===== config.mk =====
export PLATFORM = sky130hd
export DESIGN_NAME = spi_adc_sequencer
export DESIGN_NICKNAME = d
export VERILOG_FILES = /design/src/rtl/spi_adc_sequencer.sv
export SDC_FILE = /design/constraint.sdc
export NUM_CORES = 1
export LEC_CHECK = 0
export CAP_MARGIN = 30
export CORE_MARGIN = 1
export CORE_UTILIZATION = 46
export DETAILED_ROUTE_END_ITERATION = 16
export HOLD_SLACK_MARGIN = 0.05
export PLACE_DENSITY = 0.8
export SYNTH_ARGS = -nofsm -noshare
export SYNTH_HDL_FRONTEND = slang
export SYNTH_SLANG_ARGS = --single-unit

===== constraint.sdc =====
create_clock -name clk -period 2.05 [get_ports clk]
set_input_delay 0.3075 -clock clk [delete_from_list [all_inputs] [get_ports clk]]
set_output_delay 0.3075 -clock clk [all_outputs]
set_load 0.005 [all_outputs]

===== src/rtl/spi_adc_sequencer.sv =====
// Periodic SPI ADC channel sweeper: issues one command per channel and publishes each result.
// Define SPI_SEQ_TIMEOUT_EN to build the per-transfer timeout watchdog.
module spi_adc_sequencer #(
  parameter int unsigned NUM_CH      = 4,
  parameter int unsigned SCAN_PERIOD = 2400,
  parameter logic [3:0]  CMD_PREFIX  = 4'b0001,
  parameter int unsigned TIMEOUT     = 4096
) (
  input  logic        clk,
  input  logic        reset,
  input  logic        enable,
  output logic        start_transfer,
  output logic [15:0] data_to_tx,
  input  logic [15:0] data_rx,
  input  logic        transfer_done,
  input  logic        transfer_busy,
  output logic        sample_valid,
  output logic [2:0]  sample_ch,
  output logic [11:0] sample_data,
  output logic        scan_done,
  output logic        overrun,
  output logic        timeout_err
);

  localparam int unsigned PeriodW = $clog2(SCAN_PERIOD);
  localparam logic [PeriodW-1:0] PeriodMax = PeriodW'(SCAN_PERIOD - 1);
  localparam logic [2:0] LastCh = 3'(NUM_CH - 1);

  typedef enum logic [2:0] {StIdle, StReq, StWait, StStore, StNext} state_e;

  state_e             state_q, state_d;
  logic [PeriodW-1:0] period_q;
  logic [2:0]         ch_q, ch_d;
  logic               tick;
  logic               done_q;
  logic               done_rise;
  logic               to_hit;
  logic               sample_valid_q;
  logic [2:0]         sample_ch_q;
  logic [11:0]        sample_data_q;
  logic               overrun_q;
  logic               unused_rx;

  assign tick      = (period_q == PeriodMax);
  // A done level left over from the previous transfer must not count, so only edges qualify.
  assign done_rise = transfer_done & ~done_q;
  assign unused_rx = ^data_rx[15:12];

  always_ff @(posedge clk or posedge reset) begin
    if (reset) begin
      period_q       <= '0;
      state_q        <= StIdle;
      ch_q           <= '0;
      done_q         <= 1'b0;
      sample_valid_q <= 1'b0;
      sample_ch_q    <= '0;
      sample_data_q  <= '0;
      overrun_q      <= 1'b0;
    end else begin
      period_q       <= tick ? '0 : period_q + 1'b1;
      state_q        <= state_d;
      ch_q           <= ch_d;
      done_q         <= transfer_done;
      sample_valid_q <= (state_q == StStore);
      if (state_q == StStore) begin
        sample_ch_q   <= ch_q;
        sample_data_q <= data_rx[11:0];
      end
      if (tick && (state_q != StIdle)) begin
        overrun_q <= 1'b1;
      end
    end
  end

  always_comb begin
    state_d        = state_q;
    ch_d           = ch_q;
    start_transfer = 1'b0;
    data_to_tx     = 16'h0000;
    scan_done      = 1'b0;
    case (state_q)
      StIdle: begin
        if (tick && enable) begin
          state_d = StReq;
          ch_d    = '0;
        end
      end
      StReq: begin
        start_transfer = 1'b1;
        data_to_tx     = {CMD_PREFIX, ch_q, 9'b0};
        if (transfer_busy) begin
          state_d = StWait;
        end
      end
      StWait: begin
        if (done_rise) begin
          state_d = StStore;
        end
      end
      StStore: state_d = StNext;
      StNext: begin
        if (ch_q == LastCh) begin
          scan_done = 1'b1;
          state_d   = StIdle;
        end else begin
          ch_d    = ch_q + 3'd1;
          state_d = StReq;
        end
      end
      default: state_d = StIdle;
    endcase
    if (to_hit) begin
      state_d = StIdle;
    end
  end

`ifdef SPI_SEQ_TIMEOUT_EN
  localparam int unsigned ToW = $clog2(TIMEOUT + 1);

  logic [ToW-1:0] to_cnt_q;
  logic           timeout_q;

  // Counts cycles spent in REQ and WAIT for the current transfer.
  assign to_hit = ((state_q == StReq) || (state_q == StWait)) &&
                  (to_cnt_q == ToW'(TIMEOUT - 1));

  always_ff @(posedge clk or posedge reset) begin
    if (reset) begin
      to_cnt_q  <= '0;
      timeout_q <= 1'b0;
    end else begin
      if ((state_d == StReq) && (state_q != StReq)) begin
        to_cnt_q <= '0;
      end else if ((state_q == StReq) || (state_q == StWait)) begin
        to_cnt_q <= to_cnt_q + 1'b1;
      end
      if (to_hit) begin
        timeout_q <= 1'b1;
      end
    end
  end

  assign timeout_err = timeout_q;
`else
  logic unused_timeout;

  assign to_hit         = 1'b0;
  assign timeout_err    = 1'b0;
  assign unused_timeout = (TIMEOUT == 0);
`endif

  assign sample_valid = sample_valid_q;
  assign sample_ch    = sample_ch_q;
  assign sample_data  = sample_data_q;
  assign overrun      = overrun_q;

endmodule


Yosys cells after proc, flatten, opt, wreduce, memory -nomap -nowiden
Cells that the tools add are included.
- register bits: 36
- input port bits: 21
- output and inout bits: 36
- word-level logic and storage cells: 42
- add/sub/neg operators: 2
- equal/unequal tests: 10
- multiplexer cells: 13
- bitwise logic cells: 2
- reductions and logical operators: 7
- operator list (cell ; number):
    $mux 3 ; 5
    $pmux 3 s5 ; 1
    $mux 13 ; 1
    $add 12x1->12 const B ; 1
    $eq 12x12->1 const B ; 1
    $mux 12 ; 1
    $eq 3x2->1 const B ; 3
    $ne 2x2->1 const B ; 4
    $pmux 3 s2 ; 1
    $reduce_and 3->1 ; 2
    $mux 1 ; 4
    $add 3x1->3 const B ; 1
    $eq 3x1->1 const B ; 1
    $eq 3x3->1 const B ; 1
    $logic_not 3->1 ; 1
    $reduce_bool 3->1 ; 1
    $logic_and 1x1->1 ; 2
    $reduce_bool 2->1 ; 1
    $and 1x1->1 ; 1
    $not 1->1 ; 1

Logic depth before layout (Yosys ltp)
Gate-level depths: netlist of the first run.
- depth in word-level cells: 4
- mapped depth: 5
- gate-level depth less buffers: 5

Least setup slack after synthesis of the first run
No wires, ideal clock.
- kind: register to register
- start: reg period_q[7]
- end: reg state_q[0]
- setup time: 0.082 ns
- data arrival time: 1.543 ns
- path slack: 0.425 ns
- stages on the path, launching flop included: 5
- buffers on the path: 1
- period minus slack after synthesis: 1.625 ns
- cells stage by stage: dfrtp_1 > or4b_4 > buf_6 > or3_1 > a22oi_2
- cells in the longest elaborated chain, start to end: 4
- ends and longest elaborated chain (item ; RTL line ; text):
    start, declared ; 32 ; logic [PeriodW-1:0] period_q;
    start signal, assigned ; 60 ; period_q <= tick ? '0 : period_q + 1'b1;
    $eq 12x12->1 ; 44 ; assign tick = (period_q == PeriodMax);
    $logic_and 1x1->1 ; 83 ; if (tick && enable) begin
    $ne 2x2->1 (no source line) ; -- ;
    $reduce_and 3->1 (no source line) ; -- ;
    end signal, assigned ; 52 ; state_q <= StIdle;
    end signal, assigned ; 61 ; state_q <= state_d;
    end, declared ; 31 ; state_e state_q, state_d;
Every way passes these cells.
A chain may end at the register's enable or synchronous reset.

Final worst setup path of the first run
- start: reg state_q[2]
- end: out data_to_tx[9]
- cells in the longest elaborated chain, start to end: 2
- ends and longest elaborated chain (item ; RTL line ; text):
    $eq 3x1->1 ; 81 ; case (state_q)
    $mux 13 ; 81 ;
    end, declared ; 13 ; output logic [15:0] data_to_tx,
Every way passes these cells.

==> qor.txt, run 1 <==
synth top area cells - dfrtp_1 50%, nand2_1 10%, buf_4 5.8%, nand3_1 2.2%, o21ai_0 2.2%
remaining antenna violation count - 0
DR vias - 1,456
Largest stage delay, worst path - 0.49 ns
H-tree Lvls - 2
fmax - 514 MHz
crit path cell chain - nor3b_2 -> buf_4 -> and2_1 -> clkdlybuf4s50_1
Rows - 22
IO buf count - 39
startpoint types - flop
Starting Density - 0.484
DR iter-0 viols - 88
Die W - 64.5 um
Clock Tree Buf Depth - 2
TritonCTS Buffers - 5
layout cells sized above 1 - 0.115
Fin. Hold Viols - 0
CTS tree - done
Pwr per Cell Area - 1160 mW/mm^2
global-route met2 utilization - 0.333
most frequent cells in the layout - 48 x nand2_1, 38 x clkdlybuf4s50_1, 35 x dfrtp_1
Worst setup EP type - primary output
RD Place Congestion - 0.798
DP Cell Count - 280
Synth Register Bits - 36
RSZ-0062 raised after global routing - false
area leader, netlist - dfrtp_1
ys flop type - dfrtp_1
Mean Syn Cell Area - 9.31 um^2
R2R depth - 3
IO Pins - 57
nets@finish - 267
pin count of the biggest net entering global routing - 37
TritonCTS Sinks - 36
GR peak layer - met2
reg2reg setup slack - 0.38 ns
leakage - 1.13 nW
Buf/Inv on CP - 2
Worst Hold Class - primary input to asynchronous set/reset pin
critical path depth in cells - 4
met1 GRT Util - 0.246
Via density - 4.99
max cap viols - 0
Detail Placement HPWL - 2.49 mm
CP Data Arrival Time - 1.64 ns
Synth Instances - 193
type of the worst setup path - flop to primary output
antenna violations before repair - 0
DRC viols - 0
Synth async-reset ratio - 1.00
GRT Residual Overflow - 0
fin crit share - 0.950
Crit path required time - 1.74 ns
number of global-route vias before repair - 1,384
crit path time final - 1.95 ns
crit-path leading delay family - buffers and inverters
first-pass GRT wire length - 6.30 mm
clk root buf - clkbuf_8
diodes inserted - 0
number of enable flip-flop cells after synthesis - 0
total core area - 0.00372 mm^2
clock skew - 0.00378 ns
grt met3 use - 0.0528
Synth top area share - 0.501
WL/cell - 12.4 um
Total Wirelength - 3.64 mm
Area growth, synth to finish - 31.8%
Reg-to-Reg Start - period_q[5]$_DFF_PP0_
Pwr Total - 2.75 mW
status - completed
Die Y - 64.5 um
Post-CTS Hold Buffers - 0
GRT Total Usage - 0.199
Peak supply drop - 0.000400 V
max-slew violations - 0
die area - 0.00416 mm^2
final setup fails - 0
setup tns final - 0 ns
RR Endpoint - state_q[0]$_DFFE_PP0P_
sequential area share after synthesis - 0.501
DR pass1 iterations - 4
worst-skew pair later-pin latency - 0.28 ns
most common cell after layout, fill and taps aside - nand2_1
Finished Layout Cells - 292
Clk pin slew, worst setup/hold paths - 0.07 ns
Cell Area, Synth - 0.00180 mm^2
YS warnings - 0
Netlist cell types - 36
crit-path max FO - 3
slowest CP cell - clkdlybuf4s50_1
[area by class of cell]
| type | count | area [um^2] |
|---|---|---|
| Clock buffer | 6 | 72.6 |
| Clock inverter | 2 | 35.0 |
| Fill cell | 315 | 1350 |
| Inverter | 7 | 26.3 |
| Multi-Input combinational cell | 141 | 781 |
| Sequential cell | 36 | 902 |
| Tap cell | 48 | 60.1 |
| Timing Repair Buffer | 52 | 490 |
[synth_stat cells, types with 2 or more instances]
cell type,count
nand2_1,48
dfrtp_1,36
buf_4,14
nand3_1,8
o21ai_0,8
and2_1,6
clkbuf_1,6
a21oi_1,5
inv_1,5
or3_1,5
nor2b_1,4
nor3_1,4
xor2_1,4
ha_1,3
nand3b_1,3
nor3b_1,3
nor4_1,3
o31ai_1,3
a21o_1,2
inv_2,2
nand4_1,2
nor2_1,2
o21ai_1,2
o21bai_1,2
xnor2_1,2
[where the power goes]
group          leakage [nW]  internal (mW)  switching (mW)  total [mW]
sequential            0.441          0.913           0.103        1.02
combinational         0.631          0.667           0.469        1.14
clock                0.0552          0.361           0.243       0.603
total                  1.13           1.94           0.814        2.75
[worst min-delay path: stages]
cell and delay (ns):
clkdlybuf4s50_1 0.40, inv_1 0.05, buf_4 0.38
[flip-flops by register name, indices dropped and copies added (netlist names)]
| signal | cells |
|---|---|
| sample_data | 12 |
| state_q | 3 |
| overrun | 1 |
| done_q | 1 |
| period_q | 12 |
| sample_valid | 1 |
| sample_ch | 3 |
| ch_q | 3 |
[cells by family (layout without fill, tap and decap cells)]
| logic type | count (synthesis) | count (layout) | synth area share |
|---|---|---|---|
| flip-flops | 36 | 36 | 0.501 |
| AO/OA/AOI/OAI | 26 | 26 | 0.0919 |
| other | 1 | 13 | 0.00209 |
| adder cells (fa/ha/maj) | 3 | 3 | 0.0209 |
| AND/OR/NAND/NOR | 93 | 93 | 0.263 |
| XOR/XNOR | 6 | 6 | 0.0292 |
| buffers and inverters | 28 | 67 | 0.0919 |
[metal layers]
metal / part of all wire / wire length (um)
met1: 0.45 / 1650
met3: 0.034 / 125
met2: 0.50 / 1810
met5: 0 / 0
met4: 0.013 / 46
[how the worst max path moves through the flow]
stage	startpoint	to	slack, ns
floorplan	period_q[7]$_DFF_PP0_	state_q[0]$_DFFE_PP0P_	0.42
detailed placement	ch_q[0]$_DFFE_PP0P_	scan_done	0.26
global route	state_q[2]$_DFFE_PP0P_	data_to_tx[9]	0.008
finish	state_q[2]$_DFFE_PP0P_	data_to_tx[9]	0.10
CTS	state_q[2]$_DFFE_PP0P_	data_to_tx[9]	0.02
global placement	ch_q[0]$_DFFE_PP0P_	scan_done	0.24
[timing repair]
action,CTS,global route
buffers inserted,2,2
pin swaps,0,0
resized for setup,1,2
endpoints found under the setup margin,1,4
gates cloned,0,0
[through the flow]
step                      area [um^2]   util  setup slack, ns  hold slack, ns
after floorplan                  1840      -            0.425           0.339
final                            2370  0.637            0.103           0.434
after global placement           2220  0.598            0.239           0.443
after global routing             2370  0.637          0.00754           0.491
after detailed placement         2220  0.598            0.262           0.448
after CTS                        2340  0.631           0.0211           0.454
(Power assumes the default switching activity.)
==> inputs of run 2 (changes only) <==
Settings changed: HOLD_SLACK_MARGIN 0.05 to 0.1, PLACE_DENSITY 0.8 to 0.85.
==> run 2 against run 1 <==
Compared with the run above: non-clock buffer count down 1; critical path depth unchanged; first-iteration DRC count decreased by 2.3%; clock power decreased by 12%; combinational power is essentially flat; die area stayed put; power is 1.9% lower; sequential cell count is the same; sequential share of layout area increased by 0.30 points; setup slack got worse by 0.034 ns; highest routed layer unchanged.
==> qor.txt, run 2 (synthesis gave the netlist of run 1 again) <==
fmax - 505 MHz (-1.7%)
Peak supply drop - 0.000401 V (about the same)
nets@finish - 266 (-0.37%)
Total Wirelength - 3.79 mm (+4.2%)
Fin. Hold Viols - 0 (unchanged)
RR Endpoint - state_q[0]$_DFFE_PP0P_
RD Place Congestion - 0.803 (+0.68%)
CTS tree - done
pin count of the biggest net entering global routing - 37 (unchanged)
Comb pwr share - 0.423 (+0.011)
Area growth, synth to finish - 30.7%
final setup fails - 0 (unchanged)
die area - 0.00416 mm^2 (unchanged)
DR vias - 1,499 (+3.0%)
reg2reg setup slack - 0.41 ns (+0.03 ns)
first-pass GRT wire length - 5.97 mm (-5.3%)
antenna violations before repair - 0 (unchanged)
Psw - 0.835 mW (+2.5%)
RSZ-0062 raised after global routing - false
status - completed
Post-CTS Hold Buffers - 0 (unchanged)
DR iter-0 viols - 86 (-2.3%)
area of the multi-input gates - 781 um^2 (unchanged)
crit-path max FO - 6 (+3)
remaining antenna violation count - 0 (unchanged)
leakage - 1.12 nW (-0.72%)
GRT Residual Overflow - 0 (unchanged)
max-slew violations - 0 (unchanged)
placed instance area - 0.00221 mm^2 (-0.34%)
clock power share - 0.197 (-0.022)
WL/cell - 13.1 um (+4.9%)
clock skew - 0.00621 ns (+0.00242 ns)
Via density - 5.17 (+3.7%)
storage element area - 902 um^2 (unchanged)
Detail Placement HPWL - 2.51 mm (+0.70%)
TritonCTS Buffers - 5 (unchanged)
IO Pins - 57 (unchanged)
most common cell after layout, fill and taps aside - nand2_1
Reg-to-Reg Start - period_q[5]$_DFF_PP0_
CP Data Arrival Time - 1.67 ns (+0.03 ns)
crit path time final - 1.98 ns (+0.0344 ns)
GRT Total Usage - 0.192 (-0.00661)
R2R depth - 3 (unchanged)
Clock Tree Buf Depth - 2 (unchanged)
Pwr per Cell Area - 1150 mW/mm^2 (-1.1%)
DP Cell Count - 279 (-0.36%)
TritonCTS Sinks - 36 (unchanged)
Crit path required time - 1.74 ns (about the same)
setup tns final - 0 ns (unchanged)
Rows - 22 (unchanged)
Worst setup EP type - primary output
Die W - 64.5 um (unchanged)
Seq pwr share - 0.380 (+0.011)
switch share - 0.309 (+0.0133)
IO buf count - 39 (unchanged)
type of the worst setup path - flop to primary output
Finished Layout Cells - 290 (-0.68%)
Clk pin slew, worst setup/hold paths - 0.07 ns (about the same)
Fillers - 331 (+5.1%)
Starting Density - 0.484 (unchanged)
number of global-route vias before repair - 1,287 (-7.0%)
diodes inserted - 0 (unchanged)
Int Pwr - 1.87 mW (-3.7%)
DRC viols - 0 (unchanged)
DR pass1 iterations - 4 (unchanged)
max cap viols - 0 (unchanged)
Worst Hold Class - primary input to asynchronous set/reset pin
layout cells sized above 1 - 0.112 (-0.00318)
Die Y - 64.5 um (unchanged)
worst-skew pair later-pin latency - 0.28 ns (about the same)
clk root buf - clkbuf_8
fin area - 0.00235 mm^2 (-0.79%)
total core area - 0.00372 mm^2 (unchanged)
fin crit share - 0.967 (+0.0168)
startpoint types - flop
H-tree Lvls - 2 (unchanged)
most frequent cells in the layout - 48 x nand2_1, 38 x clkdlybuf4s50_1, 35 x dfrtp_1
## run 2: cell count changes in the layout (fill, tap and decap cells not counted), sizes merged
cell    previous run  this run
clkinv             1         0
bufinv             1         0
buf               13        12
clkbuf             6         7
## run 2: routing by layer
metal  share of wire  routed length [um]  track usage  vias to the layer above
li1                -                   -            -                      718
met1            0.42                1600        0.236                      727
met2            0.51                1930        0.324                       47
met3           0.049                 186       0.0423                        7
met4           0.016                  61       0.0833                        0
met5               0                   0            0                        -
## run 2: how the worst max path moves through the flow
stage	startpoint	end	slack, ns
6_report	state_q[2]$_DFFE_PP0P_	data_to_tx[10]	0.07
5_1_grt	state_q[2]$_DFFE_PP0P_	data_to_tx[10]	0.0002
4_1_cts	state_q[2]$_DFFE_PP0P_	data_to_tx[10]	0.03
3_5_place_dp	ch_q[1]$_DFFE_PP0P_	scan_done	0.28
3_3_place_gp	ch_q[0]$_DFFE_PP0P_	scan_done	0.31
2_1_floorplan	period_q[7]$_DFF_PP0_	state_q[0]$_DFFE_PP0P_	0.42
## run 2: power by group through the flow
stage	Sequential [mW]	Clock, mW	Combinational, mW
global placement	1.04	0	1.03
finish	1.03	0.533	1.14
CTS	1.02	0.544	1.13
global route	1.06	0.578	1.26
detailed placement	1.05	0	1.06
floorplan	1.05	0	0.500
## run 2: layout make-up
type	count	share of cell area
well taps	48	0.0256
inverters	7	0.0112
multi-input cells	141	0.332
flip-flops and latches	36	0.384
clock buffers	7	0.0410
repair buffers	51	0.206
## run 2: timing repair
| item | in CTS | in global routing |
|---|---|---|
| gates resized for setup | 1 | 2 |
| setup endpoints to repair | 1 | 2 |
| setup buffers | 2 | 2 |
## run 2: per-stage QoR
step	hold slack, ns	setup WS, ns	power [mW]	util
floorplan	0.339	0.425	1.55	-
global placement	0.457	0.309	2.06	0.596
detailed placement	0.462	0.283	2.11	0.596
CTS	0.438	0.0311	2.69	0.626
global route	0.484	0.000181	2.90	0.632
finish	0.420	0.0684	2.70	0.632
## run 2: critical path, stage by stage, from the launching register on
cell             delay, ns
dfrtp_1               0.41
nor3b_2               0.18
buf_4                 0.16
and2_1                0.15
clkdlybuf4s50_1       0.50
==> inputs of run 3 (changes only) <==
Settings changed: CELL_PAD_IN_SITES_DETAIL_PLACEMENT set to 0, CELL_PAD_IN_SITES_GLOBAL_PLACEMENT set to 1, CORE_UTILIZATION 46 to 34.
==> run 3 against run 2 <==
Compared with the run above: register-to-register slack got worse by 0.03 ns; setup slack improved by 0.034 ns; final cell count rose by 7.6%; combinational power down 4%; count of clock-buffer cells in the layout increased by 1; first-iteration DRC count grew 7.0%; sequential share of layout area fell by 0.22 points; clock skew fell by 0.0026 ns; cell area grew 0.59%; critical path depth unchanged; core utilization shrank 17 points; maximum frequency grew 1.8%; critical path type unchanged.
==> qor.txt, run 3 (synthesis gave the netlist of run 1 again) <==
status - completed
max cap viols - 0 (unchanged)
final setup fails - 0 (unchanged)
H-tree Lvls - 2 (unchanged)
DRC viols - 0 (unchanged)
Via density - 4.53 (-12%)
slowest CP cell - clkdlybuf4s50_1
DR pass1 iterations - 4 (unchanged)
layout cells sized above 1 - 0.103 (-0.00826)
RSZ-0062 raised after global routing - false
Psw - 0.809 mW (-3.1%)
leakage - 1.11 nW (-0.90%)
pin count of the biggest net entering global routing - 37 (unchanged)
first-pass GRT wire length - 5.91 mm (-1.0%)
diodes inserted - 0 (unchanged)
Die Y - 74.7 um (+16%)
Largest stage delay, worst path - 0.50 ns (about the same)
type of the worst setup path - flop to primary output
Finished Layout Cells - 312 (+7.6%)
max-slew violations - 0 (unchanged)
clk root buf - clkbuf_8
crit path cell chain - nor3b_2 -> buf_4 -> and2_1 -> clkdlybuf4s50_1
Detail Placement HPWL - 2.46 mm (-1.8%)
TritonCTS Buffers - 5 (unchanged)
GRT Total Usage - 0.137 (-0.0551)
Int Pwr - 1.83 mW (-1.9%)
total core area - 0.00511 mm^2 (+37%)
setup tns final - 0 ns (unchanged)
startpoint types - flop
Pwr Total - 2.64 mW (-2.3%)
Buf/Inv on CP - 2 (unchanged)
worst-skew pair later-pin latency - 0.28 ns (about the same)
switch share - 0.306 (-0.00246)
Crit path required time - 1.74 ns (about the same)
clock power share - 0.196 (about the same)
Die W - 74.7 um (+16%)
DR iter-0 viols - 92 (+7.0%)
Worst Hold Class - primary input to asynchronous set/reset pin
Total Wirelength - 3.55 mm (-6.2%)
Worst setup EP type - primary output
Clk pin slew, worst setup/hold paths - 0.07 ns (about the same)
Rows - 26 (+18%)
crit-path max FO - 4 (-2)
most common cell after layout, fill and taps aside - nand2_1
CP Data Arrival Time - 1.64 ns (-0.03 ns)
TritonCTS Sinks - 36 (unchanged)
clock skew - 0.00365 ns (-0.00255 ns)
die area - 0.00558 mm^2 (+34%)
IO buf count - 39 (unchanged)
Post-CTS Hold Buffers - 0 (unchanged)
IO Pins - 57 (unchanged)
Comb pwr share - 0.416 (-0.007)
antenna violations before repair - 0 (unchanged)
crit path time final - 1.95 ns (-0.0342 ns)
number of global-route vias before repair - 1,266 (-1.6%)
remaining antenna violation count - 0 (unchanged)
nets@finish - 265 (-0.38%)
fin crit share - 0.950 (-0.0167)
Peak supply drop - 0.000559 V (+39%)
RD Place Congestion - 0.749 (-6.8%)
Clock Tree Buf Depth - 2 (unchanged)
WL/cell - 11.4 um (-13%)
Pwr per Cell Area - 1120 mW/mm^2 (-2.9%)
Starting Density - 0.352 (-0.132)
DP Cell Count - 302 (+8.2%)
Seq pwr share - 0.387 (+0.007)
fmax - 514 MHz (+1.8%)
CTS tree - done
GRT Residual Overflow - 0 (unchanged)
hold_ws - 0.426 ns (+0.00591 ns)
Area growth, synth to finish - 31.5%
crit-path leading delay family - buffers and inverters
Fin. Hold Viols - 0 (unchanged)
DR vias - 1,412 (-5.8%)
most frequent cells in the layout - 48 x nand2_1, 38 x clkdlybuf4s50_1, 35 x dfrtp_1
run 3: final cells by class:
| cell class | instances | area (um^2) |
|---|---|---|
| inverter | 7 | 26.3 |
| tap | 70 | 87.6 |
| timing repair buffer | 50 | 475 |
| clock buffer | 8 | 90.1 |
| fill | 494 | 2750 |
| sequential | 36 | 902 |
| multi-input combinational | 141 | 781 |
run 3: worst paths after layout:
check | startpoint | cells past startpoint | to | slack (ns)
max | state_q[2]$_DFFE_PP0P_ | 4 | data_to_tx[10] | 0.10
min reg2reg | overrun$_DFFE_PP0P_ | 1 | overrun$_DFFE_PP0P_ | 0.46
min in group clk | overrun$_DFFE_PP0P_ | 1 | overrun$_DFFE_PP0P_ | 0.46
max reg2reg | period_q[5]$_DFF_PP0_ | 3 | state_q[0]$_DFFE_PP0P_ | 0.38
min | reset | 3 | sample_data[8]$_DFFE_PP0P_ | 0.43
max in group asynchronous | reset | 3 | ch_q[0]$_DFFE_PP0P_ | 1.27
run 3: stage by stage:
stage               setup slack (ns)  instance area (um^2)   util
detailed placement             0.251                  2250  0.440
finish                         0.103                  2360  0.463
floorplan                      0.425                  1840      -
global route                  0.0109                  2360  0.463
CTS                           0.0157                  2350  0.461
global placement               0.277                  2250  0.440
run 3: power by group through the flow:
stage | Combinational (mW) | Sequential, mW | Clock (mW)
2_1_floorplan | 0.500 | 1.05 | 0
3_3_place_gp | 1.05 | 1.04 | 0
3_5_place_dp | 1.06 | 1.05 | 0
4_1_cts | 1.12 | 1.02 | 0.530
5_1_grt | 1.25 | 1.05 | 0.564
6_report | 1.10 | 1.02 | 0.518
run 3: layer usage:
layer  global-route usage  routed length (um)  up-vias
met3               0.0402                 150        0
met1                0.197                1700      665
met5                    0                   0        -
met2                0.210                1700       31
li1                     -                   -      716
met4               0.0189                   0        0
run 3: worst reg2reg max path: cells and delay by family (launching register included):
kind / cells / cell delay [ns]
and+or+nand+nor: 2 / 0.99
AOI/OAI and AO/OA: 1 / 0.16
DFF: 1 / 0.44
run 3: repair_timing:
action,in CTS,in global routing
buffers inserted,2,0
setup endpoints to repair,1,4
resized for setup,1,2
